**config.mk**
```make
export PLATFORM = sky130hd
export DESIGN_NAME = input_ram_reader
export DESIGN_NICKNAME = d
export VERILOG_FILES = /design/src/rtl/input_ram_pkg.sv /design/src/rtl/rd_skid_fifo.sv /design/src/rtl/input_ram_reader.sv
export SDC_FILE = /design/constraint.sdc
export NUM_CORES = 1
export LEC_CHECK = 0
export ABC_CLOCK_PERIOD_IN_PS = 3090
export CAP_MARGIN = 20
export CORE_UTILIZATION = 40
export DETAILED_ROUTE_END_ITERATION = 8
export PLACE_DENSITY = 0.73
export SLEW_MARGIN = 20
export SYNTH_ARGS = -nofsm -noshare
export SYNTH_HDL_FRONTEND = slang
export SYNTH_SLANG_ARGS = --single-unit
```
**constraint.sdc**
```tcl
create_clock -name clk -period 3.09 [get_ports clk]
set_clock_uncertainty 0.2 [all_clocks]
set_input_delay 0.4635 -clock clk [delete_from_list [all_inputs] [get_ports clk]]
set_output_delay 0.4635 -clock clk [all_outputs]
set_load 0.05 [all_outputs]
```
**src/rtl/input_ram_pkg.sv**
```systemverilog
// Shared types and defaults for the sample-buffer read sequencer.
package input_ram_pkg;

  localparam int unsigned ADDR_WIDTH = 10;
  localparam int unsigned DATA_WIDTH = 12;
  localparam int unsigned FIFO_DEPTH = 2;

  typedef enum logic [1:0] {
    StIdle,
    StRead,
    StDrain
  } state_e;

endpackage

```
**src/rtl/rd_skid_fifo.sv**
```systemverilog
// Two-entry FIFO of {last, data} that absorbs the buffer read latency.
// It accepts a push and a pop in the same cycle, including when it is full.
module rd_skid_fifo
  import input_ram_pkg::*;
#(
  parameter int unsigned Width = DATA_WIDTH + 1
) (
  input  logic             clk,
  input  logic             rst,
  input  logic             push,
  input  logic [Width-1:0] push_data,
  input  logic             pop,
  output logic [Width-1:0] head,
  output logic             valid,
  output logic [1:0]       count
);

  logic [Width-1:0] mem_q [FIFO_DEPTH];
  logic             rd_ptr_q;
  logic             wr_ptr_q;
  logic [1:0]       count_q;
  logic             do_push;
  logic             do_pop;

  assign do_pop  = pop && (count_q != 2'd0);
  // A push into a full FIFO is only accepted when the head leaves in the same cycle.
  assign do_push = push && ((count_q != 2'(FIFO_DEPTH)) || do_pop);

  // Storage, pointer and occupancy update.
  always_ff @(posedge clk) begin
    if (rst) begin
      rd_ptr_q <= 1'b0;
      wr_ptr_q <= 1'b0;
      count_q  <= 2'd0;
    end else begin
      if (do_push) begin
        mem_q[wr_ptr_q] <= push_data;
        wr_ptr_q        <= ~wr_ptr_q;
      end
      if (do_pop) begin
        rd_ptr_q <= ~rd_ptr_q;
      end
      count_q <= count_q + 2'(do_push) - 2'(do_pop);
    end
  end

  assign head  = mem_q[rd_ptr_q];
  assign valid = (count_q != 2'd0);
  assign count = count_q;

endmodule

```
**src/rtl/input_ram_reader.sv**
```systemverilog
// Reads one frame from port B of the sample buffer in address order and
// streams it on a valid/ready interface with last marking and a done pulse.
module input_ram_reader
  import input_ram_pkg::*;
#(
  parameter int unsigned Addr_Width = ADDR_WIDTH,
  parameter int unsigned Data_Width = DATA_WIDTH
) (
  input  logic                  clk,
  input  logic                  rst,
  input  logic                  start,
  input  logic [Addr_Width-1:0] len_m1,
  output logic                  busy,
  output logic                  done,
  output logic [Addr_Width-1:0] ram_addr_b,
  input  logic [Data_Width-1:0] ram_dout_b,
  output logic [Data_Width-1:0] m_data,
  output logic                  m_valid,
  input  logic                  m_ready,
  output logic                  m_last
);

  state_e                state_q, state_d;
  logic [Addr_Width-1:0] len_q, len_d;
  logic [Addr_Width-1:0] issue_cnt_q, issue_cnt_d;
  logic [Addr_Width-1:0] addr_q, addr_d;
  logic                  inflight_q, inflight_d;
  logic                  inflight_last_q, inflight_last_d;
  logic                  done_q, done_d;
  logic                  issue;
  logic                  pop;
  logic [1:0]            fifo_count;
  logic [2:0]            occupancy;
  logic [Data_Width:0]   fifo_head;
  logic                  fifo_valid;

  assign pop       = fifo_valid & m_ready;
  assign occupancy = {1'b0, fifo_count} + {2'b00, inflight_q};

  // State and counter registers.
  always_ff @(posedge clk) begin
    if (rst) begin
      state_q         <= StIdle;
      len_q           <= '0;
      issue_cnt_q     <= '0;
      addr_q          <= '0;
      inflight_q      <= 1'b0;
      inflight_last_q <= 1'b0;
      done_q          <= 1'b0;
    end else begin
      state_q         <= state_d;
      len_q           <= len_d;
      issue_cnt_q     <= issue_cnt_d;
      addr_q          <= addr_d;
      inflight_q      <= inflight_d;
      inflight_last_q <= inflight_last_d;
      done_q          <= done_d;
    end
  end

  // Next-state, issue decision and done generation.
  always_comb begin
    state_d     = state_q;
    len_d       = len_q;
    issue_cnt_d = issue_cnt_q;
    addr_d      = addr_q;
    done_d      = 1'b0;
    issue       = 1'b0;

    unique case (state_q)
      StIdle: begin
        if (start) begin
          len_d       = len_m1;
          issue_cnt_d = '0;
          state_d     = StRead;
        end
      end
      StRead: begin
        // occupancy - pop < 2, rearranged to stay unsigned.
        issue = (occupancy < (3'd2 + {2'b00, pop}));
        if (issue) begin
          addr_d      = issue_cnt_q;
          issue_cnt_d = issue_cnt_q + Addr_Width'(1);
          if (issue_cnt_q == len_q) begin
            state_d = StDrain;
          end
        end
      end
      StDrain: begin
        if (pop && fifo_head[Data_Width]) begin
          state_d = StIdle;
          done_d  = 1'b1;
        end
      end
      default: state_d = StIdle;
    endcase

    inflight_d      = issue;
    inflight_last_d = issue && (issue_cnt_q == len_q);
  end

  // The issued address goes out in its own cycle; otherwise hold the last one.
  assign ram_addr_b = issue ? issue_cnt_q : addr_q;

  rd_skid_fifo #(
    .Width(Data_Width + 1)
  ) u_fifo (
    .clk      (clk),
    .rst      (rst),
    .push     (inflight_q),
    .push_data({inflight_last_q, ram_dout_b}),
    .pop      (pop),
    .head     (fifo_head),
    .valid    (fifo_valid),
    .count    (fifo_count)
  );

  assign busy    = (state_q != StIdle);
  assign done    = done_q;
  assign m_valid = fifo_valid;
  assign m_data  = fifo_head[Data_Width-1:0];
  assign m_last  = fifo_valid & fifo_head[Data_Width];

endmodule

```
==> results.json <==
{
  "status": "completed",
  "required_ps": 2430,
  "swShare_pct": 32.8,
  "cts_tree": "built",
  "syn_inst": 243,
  "ys_async_sr_fraction_pct": 0,
  "ant_nets": 0,
  "finalCriticalPeriod_ps": 2910,
  "htree_levels": 3,
  "synth_area_leader_cell": "dfxtp_1",
  "wl_met2_um": 2570,
  "yosys.cell_types.count": 41,
  "routed.top_layer": "met4",
  "p_seq_share_pct": 39.5,
  "vias_per_cell": 5.07,
  "rsz0062_at_grt": "no",
  "timing_worst_setup_path_type": "reg -> out",
  "cts_made_buffers": 9,
  "dpl_worst_slack_ps": 309,
  "synth_top_area_share_pct": 28.9,
  "rows": 29,
  "synth_fp_nets": 274,
  "dp.cells": 367,
  "wl_per_cell_um": 14.0,
  "diodes": 0,
  "power.switching_uw": 849,
  "p_int_uw": 1740,
  "final_nets": 332,
  "synthToLayoutAreaGrowth_pct": 29.6,
  "die_y_um": 85.2,
  "track_usage_pct": 15.8,
  "nFillCells": 581,
  "clk_path_buf_depth": 2,
  "cap_violations": 0,
  "grt_max_degree": 21,
  "antenna_found_initial": 0,
  "place_area_um2": 3370,
  "endpoint": "ram_addr_b[2]",
  "finalHoldViolCount": 0,
  "drt_iter0_drc": 99,
  "wl_met3_um": 356,
  "io_pins": 52,
  "p_clk_share_pct": 30.4,
  "reg2regPathDepth": 7,
  "core_um2": 6490,
  "worstSetupStartpointType": "flip-flop",
  "drt-met1-wl_um": 2380,
  "drt_pass1_iterations": 4,
  "overflow": 0,
  "die_w_um": 85.2,
  "yosys_warnings": 0,
  "setup_slack_ps": 182,
  "relSlewSlack_pct": 61.0,
  "r2r_setup_slack_ps": 880,
  "clock-sinks": 66,
  "synth.avg_cell_area_um2": 11.4,
  "instances_no_fill": 383,
  "vdd_ir_drop_max_mv": 0.347,
  "grt_pass1_wl_um": 8780,
  "cts-root-buf": "clkbuf_8",
  "start_util_pct": 42.6,
  "timing.final.crit_share_pct": 94.1,
  "routed_wl_um": 5360,
  "synthTopCellsByArea": "dfxtp_1 29%, edfxtp_1 28%, mux2_2 8.5%",
  "multiInputGateArea_um2": 1110,
  "timing.fmax_mhz": 344,
  "num_vias": 1943,
  "r2r_end": "issue_cnt_q[5]$_SDFFE_PP0P_",
  "synth_top_flop_cell": "dfxtp_1",
  "path_cells": "ha_1 -> ha_1 -> nor2_2 -> a21oi_2 -> nor2_1 -> buf_4 -> mux2_2 -> buf_4",
  "setup_viol": 0,
  "hold_buffers": 0,
  "r2r_start": "u_fifo.count[0]$_SDFF_PP0_",
  "grt_pass1_vias": 1822,
  "insertion_delay_ps": 340,
  "port_buffers": 51,
  "startpoint": "u_fifo.count[0]$_SDFF_PP0_",
  "place_hpwl_um": 3780,
  "report.final.slew_viol_count": 0,
  "final_layout_size_suffix_gt1_share_pct": 23.2,
  "die-area_um2": 7250,
  "crit_path_top_delay_cell": "mux2_2",
  "powerDensity_nw_per_um2": 722,
  "seq_area_frac_synth_pct": 57.2,
  "combinationalPowerShare_pct": 30.1,
  "critPathCaptureType": "output pin",
  "max_stage_delay_ps": 370,
  "place_congestion": 0.806,
  "mappedNetlistArea_um2": 2770,
  "ys_seq_elements": 66,
  "whs_ps": 230,
  "hp-class": "reg -> reg",
  "p_leak_uw": 0.00131,
  "synth-edff-count": 26,
  "drc": 0,
  "design_area_um2": 3590,
  "worstMarginPinSlew_ps": 583,
  "crit_fanout": 13,
  "cts.clk_slew.worst_paths_ps": 70,
  "area.sequential_um2": 1580,
  "cp.arrival_ps": 2240,
  "finalSetupTns_ps": 0
}
## sequential cells by signal (all words and copies together) (netlist names), named ones only
| signal | count |
|---|---|
| len_q | 10 |
| issue_cnt_q | 10 |
| inflight_q | 1 |
| u_fifo.rd_ptr_q | 1 |
| u_fifo.count | 2 |
| state_q | 2 |
| u_fifo.mem_q | 26 |
| u_fifo.wr_ptr_q | 1 |
| addr_q | 10 |
| done | 1 |
| inflight_last_q | 1 |
## power by group through the flow
stage	sequential (uW)	combinational [uW]	clock, uW
global placement	1040	767	0
floorplan	1020	577	0
global route	1030	838	856
CTS	1020	781	813
detailed placement	1040	777	0
finish	1020	780	787
## critical path, delay by kind of cell (launching register included)
kind | cells | cell delay, ps
buf+inv | 2 | 400
mux | 1 | 370
fa+ha+maj | 2 | 470
compound gates | 1 | 70
simple gates | 2 | 250
flops | 1 | 340
## through the flow
| stage | util, % | power (uW) |
|---|---|---|
| after detailed placement | 51.8 | 1820 |
| after floorplan | - | 1600 |
| final | 55.2 | 2590 |
| after global placement | 51.8 | 1810 |
| after global routing | 55.2 | 2730 |
| after CTS | 55.2 | 2620 |
## worst min-delay path by stage
| stage | startpoint | endpoint | slack [ps] | depth (start not counted) |
|---|---|---|---|---|
| 2_1_floorplan | inflight_last_q$_SDFF_PP0_ | u_fifo.mem_q[0][12]$_DFFE_PP_ | 200 | 0 |
| 3_3_place_gp | inflight_last_q$_SDFF_PP0_ | u_fifo.mem_q[0][12]$_DFFE_PP_ | 210 | 0 |
| 3_5_place_dp | inflight_last_q$_SDFF_PP0_ | u_fifo.mem_q[0][12]$_DFFE_PP_ | 210 | 0 |
| 4_1_cts | inflight_last_q$_SDFF_PP0_ | u_fifo.mem_q[1][12]$_DFFE_PP_ | 230 | 0 |
| 5_1_grt | inflight_last_q$_SDFF_PP0_ | u_fifo.mem_q[0][12]$_DFFE_PP_ | 250 | 0 |
| 6_report | inflight_last_q$_SDFF_PP0_ | u_fifo.mem_q[0][12]$_DFFE_PP_ | 230 | 0 |
## cells in the final DEF, fill, tap and decap left out, types with 2 or more instances in the layout
| cell type | instances |
|---|---|
| a21oi_1 | 21 |
| a21oi_2 | 2 |
| a311oi_1 | 2 |
| buf_4 | 19 |
| bufinv_16 | 2 |
| clkbuf_8 | 9 |
| clkdlybuf4s50_1 | 41 |
| dfxtp_1 | 40 |
| edfxtp_1 | 26 |
| ha_1 | 5 |
| inv_1 | 3 |
| inv_2 | 2 |
| mux2_2 | 21 |
| nand2_1 | 27 |
| nand2_2 | 2 |
| nand3_1 | 4 |
| nand4_1 | 4 |
| nor2_1 | 13 |
| nor2_2 | 2 |
| nor2b_1 | 11 |
| nor3_1 | 3 |
| o31ai_1 | 4 |
| or4_1 | 4 |
| xnor2_1 | 16 |
## cell families after synthesis
group	count (synthesis)	synth area share, %
multiplexers	23	9.32
flip-flops	66	57.2
XOR/XNOR	17	5.38
AND/OR/NAND/NOR	81	15.8
adder cells (fa/ha/maj)	5	2.26
AO/OA/AOI/OAI	32	7.01
buffers and inverters	19	3.08
## metal layers
| metal | vias to the layer above | global-route usage, % |
|---|---|---|
| met5 | - | 0 |
| met4 | 0 | 5.08 |
| met3 | 8 | 5.84 |
| met2 | 64 | 26.3 |
| met1 | 904 | 19.0 |
| li1 | 967 | - |
## Yosys cell counts, types with 5 or more instances
master	instances
edfxtp_1	26
dfxtp_1	40
mux2_2	21
ha_1	5
a21oi_1	21
nand2_1	27
nor2_1	14
clkbuf_1	9
nor2b_1	11
xnor2_1	16
## cell type report
| type | count | area share [%] |
|---|---|---|
| Inverter | 6 | 0.698 |
| Tap cell | 77 | 2.69 |
| Timing Repair Buffer | 60 | 15.4 |
| Clock buffer | 10 | 3.56 |
| Clock inverter | 6 | 2.51 |
| Sequential cell | 66 | 44.1 |
| Multi-Input combinational cell | 158 | 31.0 |
## timing repair
action | CTS | global route
buffers inserted | 0 | 0
gates resized for setup | 0 | 1
setup endpoints to repair | 0 | 10
Note: power is estimated with default switching activity, not from simulation.
